### src/rtl/announce_pkg.sv
// Shared types and helpers for the colour-count announcement sequencer.
// Step order is also the order of the one-hot request vector (bit 0 = "red").
package announce_pkg;

   typedef enum logic [2:0] {
      IDLE,
      REQ,
      WAIT_DONE,
      ACK,
      GAP,
      FINISH
   } state_t;

   typedef enum logic [1:0] {
      STEP_RED,
      STEP_RED_CNT,
      STEP_GREEN,
      STEP_GREEN_CNT
   } step_t;

   localparam logic [3:0] TRACK_RED   = 4'd6;
   localparam logic [3:0] TRACK_GREEN = 4'd7;

   function automatic logic [3:0] clamp_count(input logic [3:0] cnt, input logic [3:0] lim);
      return (cnt > lim) ? lim : cnt;
   endfunction

   function automatic logic [3:0] step_onehot(input step_t s);
      return 4'b0001 << s;
   endfunction

endpackage

### src/rtl/seq_timer.sv
// Loadable down-counter; tc is high while the count sits at zero.
// The count holds at zero instead of wrapping.
module seq_timer #(
   parameter int W = 8
) (
   input  logic         clk,
   input  logic         reset,
   input  logic         clr,
   input  logic         load,
   input  logic         en,
   input  logic [W-1:0] load_val,
   output logic         tc
);

   logic [W-1:0] count;

   always_ff @(posedge clk) begin
      if (reset || clr) begin
         count <= '0;
      end else if (load) begin
         count <= load_val;
      end else if (en && (count != '0)) begin
         count <= count - W'(1);
      end
   end

   assign tc = (count == '0);

endmodule

### src/rtl/announce_sequencer.sv
// Drives audioSelect through "red", red count, "green", green count,
// handshaking each clip on the rising edge of sampleDone with a silence gap between.
module announce_sequencer
   import announce_pkg::*;
#(
   parameter int GAP_CYCLES     = 800000,
   parameter int TIMEOUT_CYCLES = 100000000,
   parameter int MAX_COUNT      = 5
) (
   input  logic       CLOCK_50,
   input  logic       reset,
   input  logic       start,
   input  logic [3:0] redCountIn,
   input  logic [3:0] greenCountIn,
   input  logic       sampleDone,
   output logic [3:0] redCount,
   output logic [3:0] greenCount,
   output logic       redAudioRequest,
   output logic       redCountAudioRequest,
   output logic       greenAudioRequest,
   output logic       greenCountAudioRequest,
   output logic       sampleDoneAck,
   output logic       busy,
   output logic       done,
   output logic       timeoutErr
);

   localparam int TERM_MAX = (GAP_CYCLES > TIMEOUT_CYCLES) ? GAP_CYCLES : TIMEOUT_CYCLES;
   localparam int CNT_W    = $clog2(TERM_MAX) + 1;

   // Timers are loaded with N-1 so tc lands on the Nth cycle of the counted state.
   localparam logic [CNT_W-1:0] GAP_LOAD = CNT_W'(GAP_CYCLES - 1);
   localparam logic [CNT_W-1:0] TMO_LOAD = CNT_W'(TIMEOUT_CYCLES - 1);
   localparam logic [3:0]       COUNT_LIM = 4'(MAX_COUNT);

   state_t     state;
   step_t      step;
   logic       sd_q;
   logic       sd_rise;
   logic [3:0] req_q;
   logic       gap_tc;
   logic       tmo_tc;

   assign sd_rise = sampleDone & ~sd_q;

   seq_timer #(.W(CNT_W)) u_gap_timer (
      .clk      (CLOCK_50),
      .reset    (reset),
      .clr      (state == IDLE),
      .load     (state == ACK),
      .en       (state == GAP),
      .load_val (GAP_LOAD),
      .tc       (gap_tc)
   );

   seq_timer #(.W(CNT_W)) u_tmo_timer (
      .clk      (CLOCK_50),
      .reset    (reset),
      .clr      (state == IDLE),
      .load     (state == REQ),
      .en       (state == WAIT_DONE),
      .load_val (TMO_LOAD),
      .tc       (tmo_tc)
   );

   always_ff @(posedge CLOCK_50) begin
      if (reset) begin
         state         <= IDLE;
         step          <= STEP_RED;
         sd_q          <= 1'b0;
         req_q         <= '0;
         redCount      <= '0;
         greenCount    <= '0;
         sampleDoneAck <= 1'b0;
         busy          <= 1'b0;
         done          <= 1'b0;
         timeoutErr    <= 1'b0;
      end else begin
         sd_q          <= sampleDone;
         req_q         <= '0;
         sampleDoneAck <= 1'b0;
         done          <= 1'b0;
         case (state)
            IDLE: begin
               if (start) begin
                  redCount   <= clamp_count(redCountIn, COUNT_LIM);
                  greenCount <= clamp_count(greenCountIn, COUNT_LIM);
                  step       <= STEP_RED;
                  timeoutErr <= 1'b0;
                  busy       <= 1'b1;
                  req_q      <= step_onehot(STEP_RED);
                  state      <= REQ;
               end
            end
            REQ: state <= WAIT_DONE;
            WAIT_DONE: begin
               // A real edge on the terminal cycle still counts as completion.
               if (sd_rise) begin
                  sampleDoneAck <= 1'b1;
                  state         <= ACK;
               end else if (tmo_tc) begin
                  timeoutErr    <= 1'b1;
                  sampleDoneAck <= 1'b1;
                  state         <= ACK;
               end
            end
            ACK: begin
               if (step == STEP_GREEN_CNT) begin
                  done  <= 1'b1;
                  state <= FINISH;
               end else begin
                  step  <= step_t'(step + 2'd1);
                  state <= GAP;
               end
            end
            GAP: begin
               if (gap_tc) begin
                  req_q <= step_onehot(step);
                  state <= REQ;
               end
            end
            FINISH: begin
               busy  <= 1'b0;
               state <= IDLE;
            end
            default: state <= IDLE;
         endcase
      end
   end

   assign redAudioRequest        = req_q[STEP_RED];
   assign redCountAudioRequest   = req_q[STEP_RED_CNT];
   assign greenAudioRequest      = req_q[STEP_GREEN];
   assign greenCountAudioRequest = req_q[STEP_GREEN_CNT];

endmodule

### config.mk
export PLATFORM = sky130hd
export DESIGN_NAME = announce_sequencer
export DESIGN_NICKNAME = d
export VERILOG_FILES = /design/src/rtl/announce_pkg.sv /design/src/rtl/seq_timer.sv /design/src/rtl/announce_sequencer.sv
export SDC_FILE = /design/constraint.sdc
export NUM_CORES = 1
export LEC_CHECK = 0
export ABC_AREA = 1
export CAP_MARGIN = 40
export CORE_MARGIN = 2
export CORE_UTILIZATION = 60
export DETAILED_ROUTE_END_ITERATION = 10
export PLACE_DENSITY_LB_ADDON = 0.15
export REMOVE_ABC_BUFFERS = 1
export SLEW_MARGIN = 20
export SYNTH_ARGS = -nofsm -noshare
export SYNTH_HDL_FRONTEND = slang
export SYNTH_HIERARCHICAL = 1
export SYNTH_SLANG_ARGS = --single-unit
### constraint.sdc
create_clock -name CLOCK_50 -period 2.3 [get_ports CLOCK_50]
set_clock_uncertainty 0.1 [all_clocks]
set_input_delay 0.23 -clock CLOCK_50 [delete_from_list [all_inputs] [get_ports CLOCK_50]]
set_output_delay 0.23 -clock CLOCK_50 [all_outputs]
set_load 0.005 [all_outputs]
==> results_dict.tcl, run 1 <==
set metrics [dict create \
    synth-compound-area-share 0.0802 \
    vias 5573 \
    cts_inserted_buffers 9 \
    max_freq_mhz 474 \
    synth-seq-area-share 0.287 \
    cp.required_ns 2.51 \
    synth_top_area_cell "dfxtp_1" \
    finalHoldViolations 0 \
    fp-row-count 34 \
    die_h_um 99.3 \
    nets 1009 \
    r2r-start "u_gap_timer/count[0]$_SDFFE_PP0P_" \
    crit_path_cell_trace "inv_1 -> ha_1 -> inv_1 -> nor4_2 -> nand3_1 -> nor3_1 -> buf_4 -> inv_1 -> nand2_1 -> nand3_1 -> nor2_2" \
    worstMarginPinSlew_ns 0.615 \
    synth_warnings 6 \
    cts_sinks 78 \
    path_clk_slew_ns 0.10 \
    ioPinCount 28 \
    n_antenna_cell 0 \
    slowest_stage "dfxtp_1" \
    grt_max_degree 29 \
    vdd_ir_drop_max_mv 1.37 \
    worst_slew_margin_rel 0.588 \
    layout_commonest_cell "nand2_1" \
    synth_seq_cells 78 \
    cts_max_level 3 \
    drive_gt1_frac 0.0956 \
    status "completed" \
    antenna_found_initial 0 \
    avgViaCountPerCell 5.06 \
    crit_buf_inv 4 \
    synth_enable_flop_cells 0 \
    grt-ovfl-total 0 \
    setup_viol 0 \
    firstDrtPassIters 6 \
    worstSetupEndpointType "register" \
    n_fill_cell 800 \
    min_period_over_period 0.917 \
    synth_area_mm2 0.00545 \
    synth.distinct_cells 35 \
    die-area_mm2 0.00986 \
    fin_crit_ns 2.11 \
    cpLargestDelayFamily "simple AND/OR/NAND/NOR gates" \
    insertion_delay_ns 0.36 \
    critical_path_class "reg2reg" \
    dr.first_iter.drc_count 256 \
    layout_common_cells "nand2_1, nor2_1, inv_1" \
    min_path_type "in2reg" \
    grtUsageTotal 0.279 \
    drt_wl_total_mm 13.1 \
    maxCapViolCount 0 \
    ctsHoldBuffers 0 \
    fp.coreArea_mm2 0.00876 \
    syn_inst 906 \
    syn2layout_area_growth_pct 13.9 \
    leakagePower_uw 0.00309 \
    final_max_slew_viol_count 0 \
    wl_per_cell_um 11.8 \
    synth.mux.area_fraction 0 \
    post-route-util 0.708 \
    cts_buffer_depth 2 \
    synth_top_family_by_area "simple AND/OR/NAND/NOR gates" \
    startpoint "u_gap_timer/count[0]$_SDFFE_PP0P_" \
    yosys.area_share.simple 0.494 \
    synth-adder-area-share 0.0184 \
    place_congestion 0.932 \
    drc 0 \
    synth_area_leaders "dfxtp_1, nand2_1, nor2_1, nand3_1, inv_1" \
    crit_top_cell "inv_1" \
    initial_core_util 0.622 \
    max_stage_delay_ns 0.32 \
    cts-root-buf "clkbuf_8" \
    synth_top_area_frac 0.287 \
    post-place-ws_ns 0.243 \
    cts_tree "yes" \
    ys.flop_type "dfxtp_1" \
    avgSynthCellArea_um2 6.01 \
    worstPathMaxFanout 4 \
    rsz0062_at_grt "false" \
    grt_pass1_wl_mm 23.0 \
    startpoint_type "register" \
    synth_xor_xnor_area_share 0.0257 \
    first_global_vias 5136 \
    io_buffer_count 27 \
    ant_nets 0 \
    postSynth.asyncResetShare 0 \
    cp.arrival_ns 2.32 \
    power_density_mw_per_mm2 1440 \
    die_width_um 99.3 \
    min_from "sampleDone" \
    worst_slack_ns 0.192 \
    dp_hpwl_mm 9.48 \
]
## per-stage QoR
step                      hold WS [ns]  cells  power [uW]  TNS, ns  cell area [um2]
final                            0.358   1102        8950        0             6210
after detailed placement         0.361   1086        7860        0             6010
after global routing             0.373   1102        9970        0             6210
after floorplan                  0.192    936        6470   -22.19             5490
after global placement           0.348   1086        7800        0             6010
after CTS                        0.347   1102        8900        0             6200
## kinds of logic (layout without fill, tap and decap cells)
group / Yosys count / count (layout)
buffers and inverters: 117 / 151
DFF: 78 / 78
adders and majority gates: 8 / 8
AOI/OAI and AO/OA: 77 / 77
other: 2 / 56
xor gates and xnor gates: 16 / 16
and+or+nand+nor: 608 / 608
## cells in the mapped netlist, types with 2 or more instances
master and n:
nand2_1 252, nor2_1 214, inv_1 80, dfxtp_1 78
nand3_1 70, o21ai_0 38, a21oi_1 26, nand4_1 14
clkbuf_1 13, nor3_2 11, xnor2_1 10, buf_6 9
nand2_2 9, ha_1 8, inv_2 8, nor2_2 8
nor2_4 7, nor3_1 7, nand2_4 6, xor2_1 6
clkinv_1 5, nand3_2 4, o21bai_1 4, a21oi_2 3
a21oi_4 2, buf_2 2, conb_1 2, nand3_4 2
nor4_1 2
## what timing repair did
item                                    in CTS  in global routing
buffers inserted                             0                  0
gates resized for setup                      0                  1
endpoints found under the setup margin       0                  2
## metal layers
| layer | share of wire | track usage | wire length, um | vias to the layer above |
|---|---|---|---|---|
| met3 | 0.060 | 0.0408 | 777 | 20 |
| met4 | 0.016 | 0.0969 | 205 | 0 |
| met1 | 0.46 | 0.369 | 6060 | 2439 |
| met5 | 0 | 0 | 0 | - |
| li1 | - | - | - | 2951 |
| met2 | 0.46 | 0.467 | 6010 | 163 |
## registers in the layout, indices dropped and copies added (netlist names)
register / count
u_gap_timer/count: 28
sd_q: 1
req_q: 4
u_tmo_timer/count: 28
state: 3
redCount: 4
step: 2
busy: 1
done: 1
timeoutErr: 1
sampleDoneAck: 1
greenCount: 4
## layout make-up
| cell class | instances | area [um2] | share of cell area |
|---|---|---|---|
| Clock buffer | 9 | 124 | 0.0200 |
| Multi-Input combinational cell | 765 | 3590 | 0.578 |
| Inverter | 93 | 349 | 0.0563 |
| Timing Repair Buffer | 42 | 383 | 0.0617 |
| Clock inverter | 7 | 66.3 | 0.0107 |
| Tap cell | 108 | 135 | 0.0218 |
| Sequential cell | 78 | 1560 | 0.252 |
## worst register-to-register path, stage by stage, from the launching register on
cell	delay, ns
dfxtp_1	0.32
inv_1	0.12
ha_1	0.16
inv_1	0.07
nor4_2	0.32
nand3_1	0.11
nor3_1	0.28
buf_4	0.20
inv_1	0.06
nand2_1	0.12
nand3_1	0.11
nor2_2	0.10
## power breakdown
| group | internal [uW] | leakage (uW) | switching (uW) | total, uW |
|---|---|---|---|---|
| Combinational | 2130 | 0.00237 | 4010 | 6150 |
| Sequential | 1550 | 0.000632 | 231 | 1780 |
| Clock | 415 | 0.0000896 | 604 | 1020 |
## final timing paths
| kind | to | slack [ns] | depth (start not counted) |
|---|---|---|---|
| setup / recovery | state[0]$_SDFFE_PP0P_ | 0.19 | 11 |
| hold / removal | sd_q$_SDFF_PP0_ | 0.36 | 3 |
| setup reg to reg | state[0]$_SDFFE_PP0P_ | 0.19 | 11 |
| hold reg to reg | redCount[3]$_SDFFE_PP0P_ | 0.37 | 2 |
No activity file was read; power rests on OpenSTA's default activity.
==> inputs of run 2 (changes only) <==
- clock period: 2.3 -> 1.95 ns (I/O delays scaled with it)
==> results_dict.tcl, run 2 (same netlist as run 1, synthesis figures left out) <==
set metrics [dict create \
    cp.arrival_ns 2.10 \
    path_clk_slew_ns 0.09 \
    setup_viol 0 \
    seqCellArea_mm2 0.00157 \
    wl_per_cell_um 12.7 \
    die-area_mm2 0.00986 \
    vias 5843 \
    cts_sinks 78 \
    dp_hpwl_mm 9.97 \
    insertion_delay_ns 0.36 \
    r2r-start "u_gap_timer/count[0]$_SDFFE_PP0P_" \
    crit_path_cell_trace "inv_1 -> buf_4 -> ha_1 -> nand3_1 -> nor2_4 -> nand4_1 -> nand2_1 -> inv_1 -> nor2_1 -> nor2_1 -> nor2_1" \
    avgViaCountPerCell 5.18 \
    status "completed" \
    io_buffer_count 27 \
    ioPinCount 28 \
    nets 1035 \
    startpoint "u_gap_timer/count[0]$_SDFFE_PP0P_" \
    placed_cells 1106 \
    n_antenna_cell 0 \
    cts_buffer_depth 2 \
    design_area_mm2 0.00652 \
    cts-root-buf "clkbuf_8" \
    placed_cell_area_mm2 0.00617 \
    drc 0 \
    maxCapViolCount 0 \
    final_max_slew_viol_count 0 \
    drt_wl_total_mm 14.3 \
    post-route-util 0.744 \
    min_period_over_period 0.970 \
    grtUsageTotal 0.295 \
    rsz0062_at_grt "true" \
    antenna_found_initial 0 \
    drive_gt1_frac 0.129 \
    slowest_stage "dfxtp_1" \
    n_fill_cell 736 \
    grt_max_degree 28 \
    critical_path_class "reg2reg" \
    leakagePower_uw 0.00323 \
    ant_nets 0 \
    place_congestion 0.941 \
    first_global_vias 5354 \
    fp.coreArea_mm2 0.00876 \
    grt_pass1_wl_mm 24.0 \
    cts_tree "yes" \
    worstSetupEndpointType "register" \
    power_density_mw_per_mm2 1760 \
    initial_core_util 0.622 \
    layout_commonest_cell "nand2_1" \
    finalHoldViolations 0 \
    fin_cells 1128 \
    die_width_um 99.3 \
    worstPathMaxFanout 7 \
    max_freq_mhz 529 \
    fp-row-count 34 \
    min_from "sampleDone" \
    fin_crit_ns 1.89 \
    cts_max_level 3 \
    grt-ovfl-total 0 \
    cts_inserted_buffers 9 \
    startpoint_type "register" \
    vdd_ir_drop_max_mv 1.51 \
    total_power_uw 11500 \
    cp.required_ns 2.15 \
    crit_top_cell "nor2_1" \
    r2r_slack_ns 0.06 \
    dr.first_iter.drc_count 511 \
    largestRegisters "u_gap_timer/count (28), u_tmo_timer/count (28)" \
    firstDrtPassIters 5 \
    multi_input_area_mm2 0.00367 \
    syn2layout_area_growth_pct 19.7 \
    die_h_um 99.3 \
    layout_common_cells "nand2_1, nor2_1, inv_1" \
    min_path_type "in2reg" \
    max_stage_delay_ns 0.32 \
]
-- run 2: area by class of cell --
cell class,instances,area share
Clock buffer,10,0.0196
Clock inverter,6,0.0106
Inverter,93,0.0541
Multi-Input combinational cell,766,0.564
Sequential cell,78,0.240
Tap cell,108,0.0207
Timing Repair Buffer,67,0.0914
-- run 2: stage by stage --
step / setup TNS (ns) / hold slack, ns / setup slack, ns
after detailed placement: -0.0136 / 0.349 / -0.0136
final: 0 / 0.306 / 0.0583
after CTS: 0 / 0.295 / 0.0412
after global routing: -0.135 / 0.318 / -0.101
after floorplan: -36.94 / 0.157 / -1.20
after global placement: 0 / 0.347 / 0.0758
-- run 2: power breakdown --
part	switching, uW	internal, uW
Sequential	252	1830
Clock	672	602
Combinational	5210	2930
-- run 2: critical path, delay by kind of cell, from the launching register on --
family | cells | cell delay [ns]
buffers and inverters | 3 | 0.23
and+or+nand+nor | 7 | 0.99
adders and majority gates | 1 | 0.20
DFF | 1 | 0.32
-- run 2: per-layer routing --
metal,GRT usage,part of all wire
met1,0.381,0.43
met2,0.494,0.46
met3,0.0422,0.074
met4,0.129,0.036
met5,0,0
-- run 2: repair_timing --
action	CTS	global route
setup endpoints to repair	2	40
cloned	0	1
hold buffers	0	0
setup buffers	0	5
gates resized for setup	2	22
pin swaps	0	5
-- run 2: final timing paths --
path                                         to  cells past startpoint
max          u_gap_timer/count[26]$_SDFFE_PP0P_                     11
min                             sd_q$_SDFF_PP0_                      3
max reg2reg  u_gap_timer/count[26]$_SDFFE_PP0P_                     11
min reg2reg            redCount[3]$_SDFFE_PP0P_                      2
==> inputs of run 3 (changes only) <==
- clock period: 1.95 -> 2.4 ns (I/O delays scaled with it)
==> results_dict.tcl, run 3 (same netlist as run 1, synthesis figures left out) <==
set metrics [dict create \
    status "completed" \
    crit_top_cell "nand2_4" \
    grt-ovfl-total 0 \
    startpoint_type "register" \
    placed_cell_area_mm2 0.00601 \
    tns_ns 0 \
    vdd_ir_drop_max_mv 1.12 \
    cts_tree "yes" \
    path_clk_slew_ns 0.08 \
    ant_nets 0 \
    die-area_mm2 0.00986 \
    worstSetupEndpointType "register" \
    postCtsResizedCells 0 \
    ctsHoldBuffers 0 \
    fin_cells 1102 \
    largestRegisters "u_gap_timer/count (28), u_tmo_timer/count (28)" \
    ioPinCount 28 \
    max_stage_delay_ns 0.32 \
    cts_sinks 78 \
    fin_crit_ns 2.03 \
    drt_wl_total_mm 13.2 \
    fp-row-count 34 \
    nets 1009 \
    final_max_slew_viol_count 0 \
    cts_buffer_depth 2 \
    wl_per_cell_um 12.0 \
    layout_commonest_cell "nand2_1" \
    min_path_type "in2reg" \
    cpLargestDelayFamily "simple AND/OR/NAND/NOR gates" \
    firstDrtPassIters 6 \
    setup_viol 0 \
    finalHoldViolations 0 \
    first_global_vias 5206 \
    min_period_over_period 0.846 \
    crit_path_cell_trace "inv_1 -> ha_1 -> inv_1 -> nor3_1 -> nand2_2 -> nor2_4 -> nand2_4 -> nand2_4 -> nand2_4 -> o21ai_0 -> nor2_1" \
    total_power_uw 8800 \
    drive_gt1_frac 0.0946 \
    die_width_um 99.3 \
    cts_setup_buffers 0 \
    antenna_found_initial 0 \
    die_h_um 99.3 \
    fp.coreArea_mm2 0.00876 \
    avgViaCountPerCell 5.08 \
    rsz0062_at_grt "false" \
    syn2layout_area_growth_pct 14.6 \
    maxCapViolCount 0 \
    cts_inserted_buffers 9 \
    layout_common_cells "nand2_1, nor2_1, inv_1" \
    initial_core_util 0.622 \
    drc 0 \
    grtUsageTotal 0.284 \
    n_antenna_cell 0 \
    vias 5599 \
    worstPathMaxFanout 17 \
    placed_cells 1086 \
    dr.first_iter.drc_count 258 \
    grt_max_degree 29 \
    insertion_delay_ns 0.36 \
    cts-root-buf "clkbuf_8" \
    cp.required_ns 2.55 \
    max_freq_mhz 492 \
    grt_pass1_wl_mm 23.1 \
    power_density_mw_per_mm2 1410 \
    cts_max_level 3 \
    place_congestion 0.919 \
    leakagePower_uw 0.00311 \
    critical_path_class "reg2reg" \
    slowest_stage "dfxtp_1" \
    design_area_mm2 0.00624 \
    dp_hpwl_mm 9.52 \
    io_buffer_count 27 \
    crit_buf_inv 2 \
    cp.arrival_ns 2.19 \
]
## run 3: cell count changes in the layout (fill, tap and decap cells not counted), moves of 3 or more
cell,change
nand2_8,-3
nor3_1,+3
nor2_1,+4
nor3_2,-3
buf_4,-23
o21ai_0,+5
nand2_4,+3
o21ai_1,-4
## run 3: path summary, 6_finish.rpt
check                                    startpoint                           endpoint  slack [ns]  cells after the start
setup / recovery  u_tmo_timer/count[0]$_SDFFE_PP0P_  u_tmo_timer/count[5]$_SDFFE_PP0P_        0.37                     11
setup reg to reg  u_tmo_timer/count[0]$_SDFFE_PP0P_  u_tmo_timer/count[5]$_SDFFE_PP0P_        0.37                     11
hold reg to reg          greenCount[1]$_SDFFE_PP0P_         greenCount[1]$_SDFFE_PP0P_        0.37                      2
hold / removal                           sampleDone                    sd_q$_SDFF_PP0_        0.37                      3
## run 3: stage by stage
step	hold WS, ns	setup slack [ns]	util
finish	0.368	0.369	0.712
global route	0.357	0.178	0.712
CTS	0.363	0.406	0.712
detailed placement	0.357	0.429	0.686
global placement	0.348	0.454	0.686
floorplan	0.202	-0.746	-
## run 3: per-layer routing
layer	GRT usage	share of wire	vias up
li1	-	-	2954
met1	0.360	0.47	2475
met2	0.483	0.46	141
met3	0.0562	0.049	29
met4	0.0938	0.023	0
met5	0	0	-
## run 3: tightest hold or removal path, delay by kind of cell
family                 cells  cell delay, ns
AND/OR/NAND/NOR            1            0.03
buffers and inverters      2            0.51
## run 3: power breakdown
part	internal (uW)	total, uW	switching (uW)
Sequential	1490	1710	224
Clock	602	1150	549
Combinational	2020	5940	3910
## run 3: area by class of cell
cell class	instances	area, um2
Clock buffer	9	124
Clock inverter	7	106
Fill cell	802	2520
Inverter	93	349
Multi-Input combinational cell	765	3580
Sequential cell	78	1560
Tap cell	108	135
Timing Repair Buffer	42	383
==> patch 1, RTL diff (flow settings as in run 3) <==
Re-encode `state_t` (6 states) as one-hot, 6 bits wide.
--- a/src/rtl/announce_pkg.sv
+++ b/src/rtl/announce_pkg.sv
@@ -3,11 +3,11 @@
 package announce_pkg;
 
-   typedef enum logic [2:0] {
-      IDLE,
-      REQ,
-      WAIT_DONE,
-      ACK,
-      GAP,
-      FINISH
+   typedef enum logic [5:0] {
+      IDLE      = 6'b000001,
+      REQ       = 6'b000010,
+      WAIT_DONE = 6'b000100,
+      ACK       = 6'b001000,
+      GAP       = 6'b010000,
+      FINISH    = 6'b100000
    } state_t;
 
Formal check against the unedited RTL: no difference found for any inputs over 10 cycles, from zero or initial values and one cycle with reset high; not proved beyond that.
==> patch 1 against run 3 <==
Non-clock buffer count decreased by 6; worst setup slack got worse by 0.12 ns; final area increased by 1.7%; wire length increased by 1.2%; synthesized area increased by 3.2%; via count increased by 2.2%; sequential cell count increased by 3; critical path type unchanged; largest cell class unchanged; highest routed layer unchanged.
Power is not compared: it rests on default switching activity, and its combinational part moved more than twofold at a synthesized area within 25%.
==> patch 1: results (changes against run 3) <==
| Metric | Value |
|---|---|
| Mean instance size in the synthesized netlist | 6.13 µm² (was 6.01 µm²) |
| Buffering overhead | 5.32% (was 6.14%) |
| Largest registers ranked by flip-flop count | u_gap_timer/count: 28 flops, u_tmo_timer/count: 28 flops, state: 6 flops (was u_gap_timer/count: 28 flops, u_tmo_timer/count: 28 flops) |
| Flop-to-flop setup slack | 0.25 ns (was 0.37 ns) |
| CP max stage delay | 0.35 ns (was 0.32 ns) |
| Maximum number of pins on one net before global-route repair | 31 (was 29) |
| Worst-path fanout max | 4 (was 17) |
| Setup crit end | state[3] (was u_tmo_timer/count[5]) |
| Non-clock inverter instance count of the final layout | 91 (was 93) |
| Util after Layout | 69.4% (was 71.2%) |
| Via count of the first global-routing pass | 5185 (was 5206) |
| Run status | completed (unchanged) |
| Drt via density | 5.15 (was 5.08) |
| Hold path startpoint | redCount[3] (was sampleDone) |
| Cell types with the largest area share after synthesis | sky130_fd_sc_hd__dfxtp_1 (29%), sky130_fd_sc_hd__nand2_1 (16%), sky130_fd_sc_hd__nor2_1 (14%) (was sky130_fd_sc_hd__dfxtp_1 (29%), sky130_fd_sc_hd__nand2_1 (17%), sky130_fd_sc_hd__nor2_1 (15%)) |
| Worst min-delay path class | flip-flop to flip-flop (was input port to flip-flop) |
| Total of plain and repair buffers excluding clock buffers | 36 (was 42) |
| Sequential element share of the synthesized area | 28.8% (was 28.7%) |
| WP data arrival | 2.33 ns (was 2.19 ns) |
| Library cell contributing the largest single delay on the critical path | sky130_fd_sc_hd__nor4_1 (was sky130_fd_sc_hd__dfxtp_1) |
| Final cell count without fillers | 1111 (was 1102) |
| Beginning of the worst register-to-register path | u_gap_timer/count[0] (was u_tmo_timer/count[0]) |
| DRC marker count from the first detailed-route iteration | 446 (was 258) |
| Wire length per cell after detailed routing | 12.1 µm (was 12.0 µm) |
| Detailed placer's ending HPWL | 9800 µm (was 9520 µm) |
| Period utilisation layout | 89.7% (was 84.6%) |
| Clock-cell share of area | 3.15% (was 3.69%) |
| Routability congestion estimate | 0.926 (was 0.919) |
| Multi-input gates | 776 (was 765) |
| Filler Cells Inserted | 858 (was 802) |
| Layout cell share with drive strength beyond 1 | 9.10% (was 9.46%) |
| Sinks on Clock Net | 81 (was 78) |
| Worst r2r path cells | 10 (was 11) |
| Most numerous cell types in the synthesized netlist | sky130_fd_sc_hd__nand2_1 (246), sky130_fd_sc_hd__nor2_1 (215), sky130_fd_sc_hd__dfxtp_1 (81), sky130_fd_sc_hd__inv_1 (81), sky130_fd_sc_hd__nand3_1 (66) (was sky130_fd_sc_hd__nand2_1 (252), sky130_fd_sc_hd__nor2_1 (214), sky130_fd_sc_hd__inv_1 (80)) |
patch 1: cell types whose count changed in the layout (fill, tap and decap cells not counted), moves of 3 or more:
| cell | change |
|---|---|
| sky130_fd_sc_hd__nand2_1 | -6 |
| sky130_fd_sc_hd__clkinv_4 | -3 |
| sky130_fd_sc_hd__nor3_1 | +6 |
| sky130_fd_sc_hd__dfxtp_1 | +3 |
| sky130_fd_sc_hd__buf_4 | -6 |
| sky130_fd_sc_hd__nor2_4 | +5 |
| sky130_fd_sc_hd__nand4_1 | +4 |
| sky130_fd_sc_hd__nand3_1 | -4 |
patch 1: how the worst min path moves through the flow:
stage	slack (ns)	depth (start not counted)	endpoint
final	0.35	2	redCount[3]
after global routing	0.38	2	redCount[3]
after CTS	0.35	2	redCount[3]
after detailed placement	0.33	2	redCount[3]
after global placement	0.33	2	redCount[3]
after floorplan	0.21	1	greenCount[1]
patch 1: kinds of logic after synthesis:
group	synth area share (%)
buffers and inverters	8.81
xor gates and xnor gates	2.49
adders and majority gates	1.78
and+or+nand+nor	50.1
DFF	28.8
other	0.134
AOI/OAI and AO/OA	7.81
patch 1: report_power, final:
part           internal [mW]  total (mW)  switching, mW
registers               1.39        1.43         0.0389
clock network          0.490        1.04          0.550
logic                  0.400        1.14          0.738
total                   2.28        3.61           1.33
patch 1: layer usage:
metal | vias up | track usage (%) | share of wire (%) | wire length (µm)
li1 | 2989 | - | - | -
met1 | 2578 | 39.2 | 50 | 6650
met2 | 143 | 45.2 | 44 | 5870
met3 | 12 | 4.02 | 5.8 | 784
met4 | 0 | 7.27 | 0.79 | 106
met5 | - | 0 | 0 | 0
patch 1: tightest hold or removal path: cells and delay by family (launching register included):
family           cells  cell delay (ns)
DFF                  1             0.32
and+or+nand+nor      2             0.10
==> patch 2, RTL diff (settings of run 3) <==
Without the edit above. Set the parameter `TIMEOUT_CYCLES` to 400000000 (it was 100000000).
--- a/src/rtl/announce_sequencer.sv
+++ b/src/rtl/announce_sequencer.sv
@@ -5,5 +5,5 @@
 #(
    parameter int GAP_CYCLES     = 800000,
-   parameter int TIMEOUT_CYCLES = 100000000,
+   parameter int TIMEOUT_CYCLES = 400000000,
    parameter int MAX_COUNT      = 5
 ) (
Formal check against the unedited RTL: no difference found for any inputs over 10 cycles, from zero or initial values and one cycle with reset high; that may be too few to reach the edited logic, so the function may still have changed.
==> patch 2 against run 3 <==
Worst setup slack worse by 0.11 ns; combinational power increased by 1%; sequential cell count grew 4; critical path type unchanged; synthesized cell count grew 1.5%; cell count is 1.5% higher; sequential share of layout area is 0.88 points higher; wire length is 2.0% lower; total power down 0.64%; global-route usage decreased by 0.55 points; synthesized area is 2.7% higher; final area rose by 1.6%.
==> patch 2: results (changes against run 3) <==
| Metric | Value |
|---|---|
| Run status | completed (unchanged) |
| Sequential element share of the synthesized area | 29.3% (was 28.7%) |
| Share of flip-flops with an asynchronous set or reset after synthesis | 0% (unchanged) |
| Antenna cells | 0 (unchanged) |
| Global-route wire length before repair | 22900 µm (was 23100 µm) |
| Hold path startpoint | greenCount[3] (was sampleDone) |
| Most numerous cell types in the synthesized netlist | sky130_fd_sc_hd__nand2_1 (244), sky130_fd_sc_hd__nor2_1 (144), sky130_fd_sc_hd__inv_1 (108) (was sky130_fd_sc_hd__nand2_1 (252), sky130_fd_sc_hd__nor2_1 (214), sky130_fd_sc_hd__inv_1 (80)) |
| Beginning of the worst register-to-register path | u_gap_timer/count[0] (was u_tmo_timer/count[0]) |
| Wire length per cell after detailed routing | 11.6 µm (was 12.0 µm) |
| Drt via density | 4.98 (was 5.08) |
| Static leakage | 3.25 nW (was 3.11 nW) |
| Layout cell share with drive strength beyond 1 | 8.23% (was 9.46%) |
| Unique masters post-synth | 36 (was 35) |
| Routability congestion estimate | 1.00 (was 0.919) |
| VDD IR max | 1.07 mV (was 1.12 mV) |
| Placed cell count | 1103 (was 1086) |
| Number of nets at the end of the flow | 1021 (was 1009) |
| DRC marker count from the first detailed-route iteration | 256 (was 258) |
| Largest registers ranked by flip-flop count | u_gap_timer/count: 30 flops, u_tmo_timer/count: 30 flops (was u_gap_timer/count: 28 flops, u_tmo_timer/count: 28 flops) |
| Worst-path fanout max | 5 (was 17) |
| Maximum number of pins on one net before global-route repair | 28 (was 29) |
| WP data arrival | 2.35 ns (was 2.19 ns) |
| Global routing usage summed across all routing layers | 27.8% (was 28.4%) |
| Mean instance size in the synthesized netlist | 6.08 µm² (was 6.01 µm²) |
| Cell types with the largest area share after synthesis | sky130_fd_sc_hd__dfxtp_1 (29%), sky130_fd_sc_hd__nand2_1 (16%), sky130_fd_sc_hd__nor2_1 (9.7%) (was sky130_fd_sc_hd__dfxtp_1 (29%), sky130_fd_sc_hd__nand2_1 (17%), sky130_fd_sc_hd__nor2_1 (15%)) |
| Detailed placer's ending HPWL | 9580 µm (was 9520 µm) |
| Library cell contributing the largest single delay on the critical path | sky130_fd_sc_hd__dfxtp_1 (unchanged) |
| Worst min-delay path class | flip-flop to flip-flop (was input port to flip-flop) |
| Via count of the routed design | 5576 (was 5599) |
| Number of search-and-repair iterations in the first detailed-routing pass | 5 (was 6) |
==> patch 2: worst paths after layout <==
kind                         to  slack, ns  depth (start not counted)
setup / recovery       state[0]       0.26                         12
hold / removal    greenCount[3]       0.36                          2
setup reg to reg       state[0]       0.26                         12
hold reg to reg   greenCount[3]       0.36                          2
==> patch 2: critical path: cells and delay by family, from the launching register on <==
| kind | cells | cell delay [ns] |
|---|---|---|
| adders and majority gates | 1 | 0.30 |
| buffers and inverters | 3 | 0.26 |
| DFF | 1 | 0.32 |
| and+or+nand+nor | 8 | 1.10 |
==> patch 2: final cells by class <==
| class | count | area, µm² |
|---|---|---|
| sequential | 82 | 1640 |
| clock inverter | 7 | 52.6 |
| timing repair buffer | 38 | 353 |
| tap | 111 | 139 |
| multi-input combinational | 751 | 3570 |
| fill | 879 | 2820 |
| clock buffer | 9 | 124 |
| inverter | 121 | 454 |
==> patch 2: through the flow <==
stage	area (µm²)	worst slack (ns)
6_report	6340	0.259
5_1_grt	6340	0.109
4_1_cts	6330	0.116
3_5_place_dp	6160	0.159
3_3_place_gp	6160	0.218
2_1_floorplan	5660	-0.251
==> patch 2: timing repair <==
item | 4_1_cts | 5_1_grt
hold buffers | 0 | 0
setup endpoints to repair | 0 | 2
gates resized for setup | 0 | 1
==> patch 2: per-layer routing <==
metal,wire length [µm],global-route usage [%],up-vias
met5,0,0,-
met4,358,10.1,0
met3,399,4.23,27
met2,6190,48.1,97
met1,6040,35.1,2431
li1,-,-,3021
==> patch 2: logic make-up after synthesis <==
family / synth area share [%]
flops: 29.3
other cells: 0.134
mux: 1.07
fa+ha+maj: 1.34
buf+inv: 10.8
xor+xnor: 2.50
simple gates: 45.7
compound gates: 9.06
==> patch 2: power breakdown <==
part           internal (mW)  total [mW]  switching [mW]
registers               1.56        1.79           0.227
clock network          0.383       0.939           0.555
logic                   2.07        6.02            3.94
total                   4.02        8.74            4.72
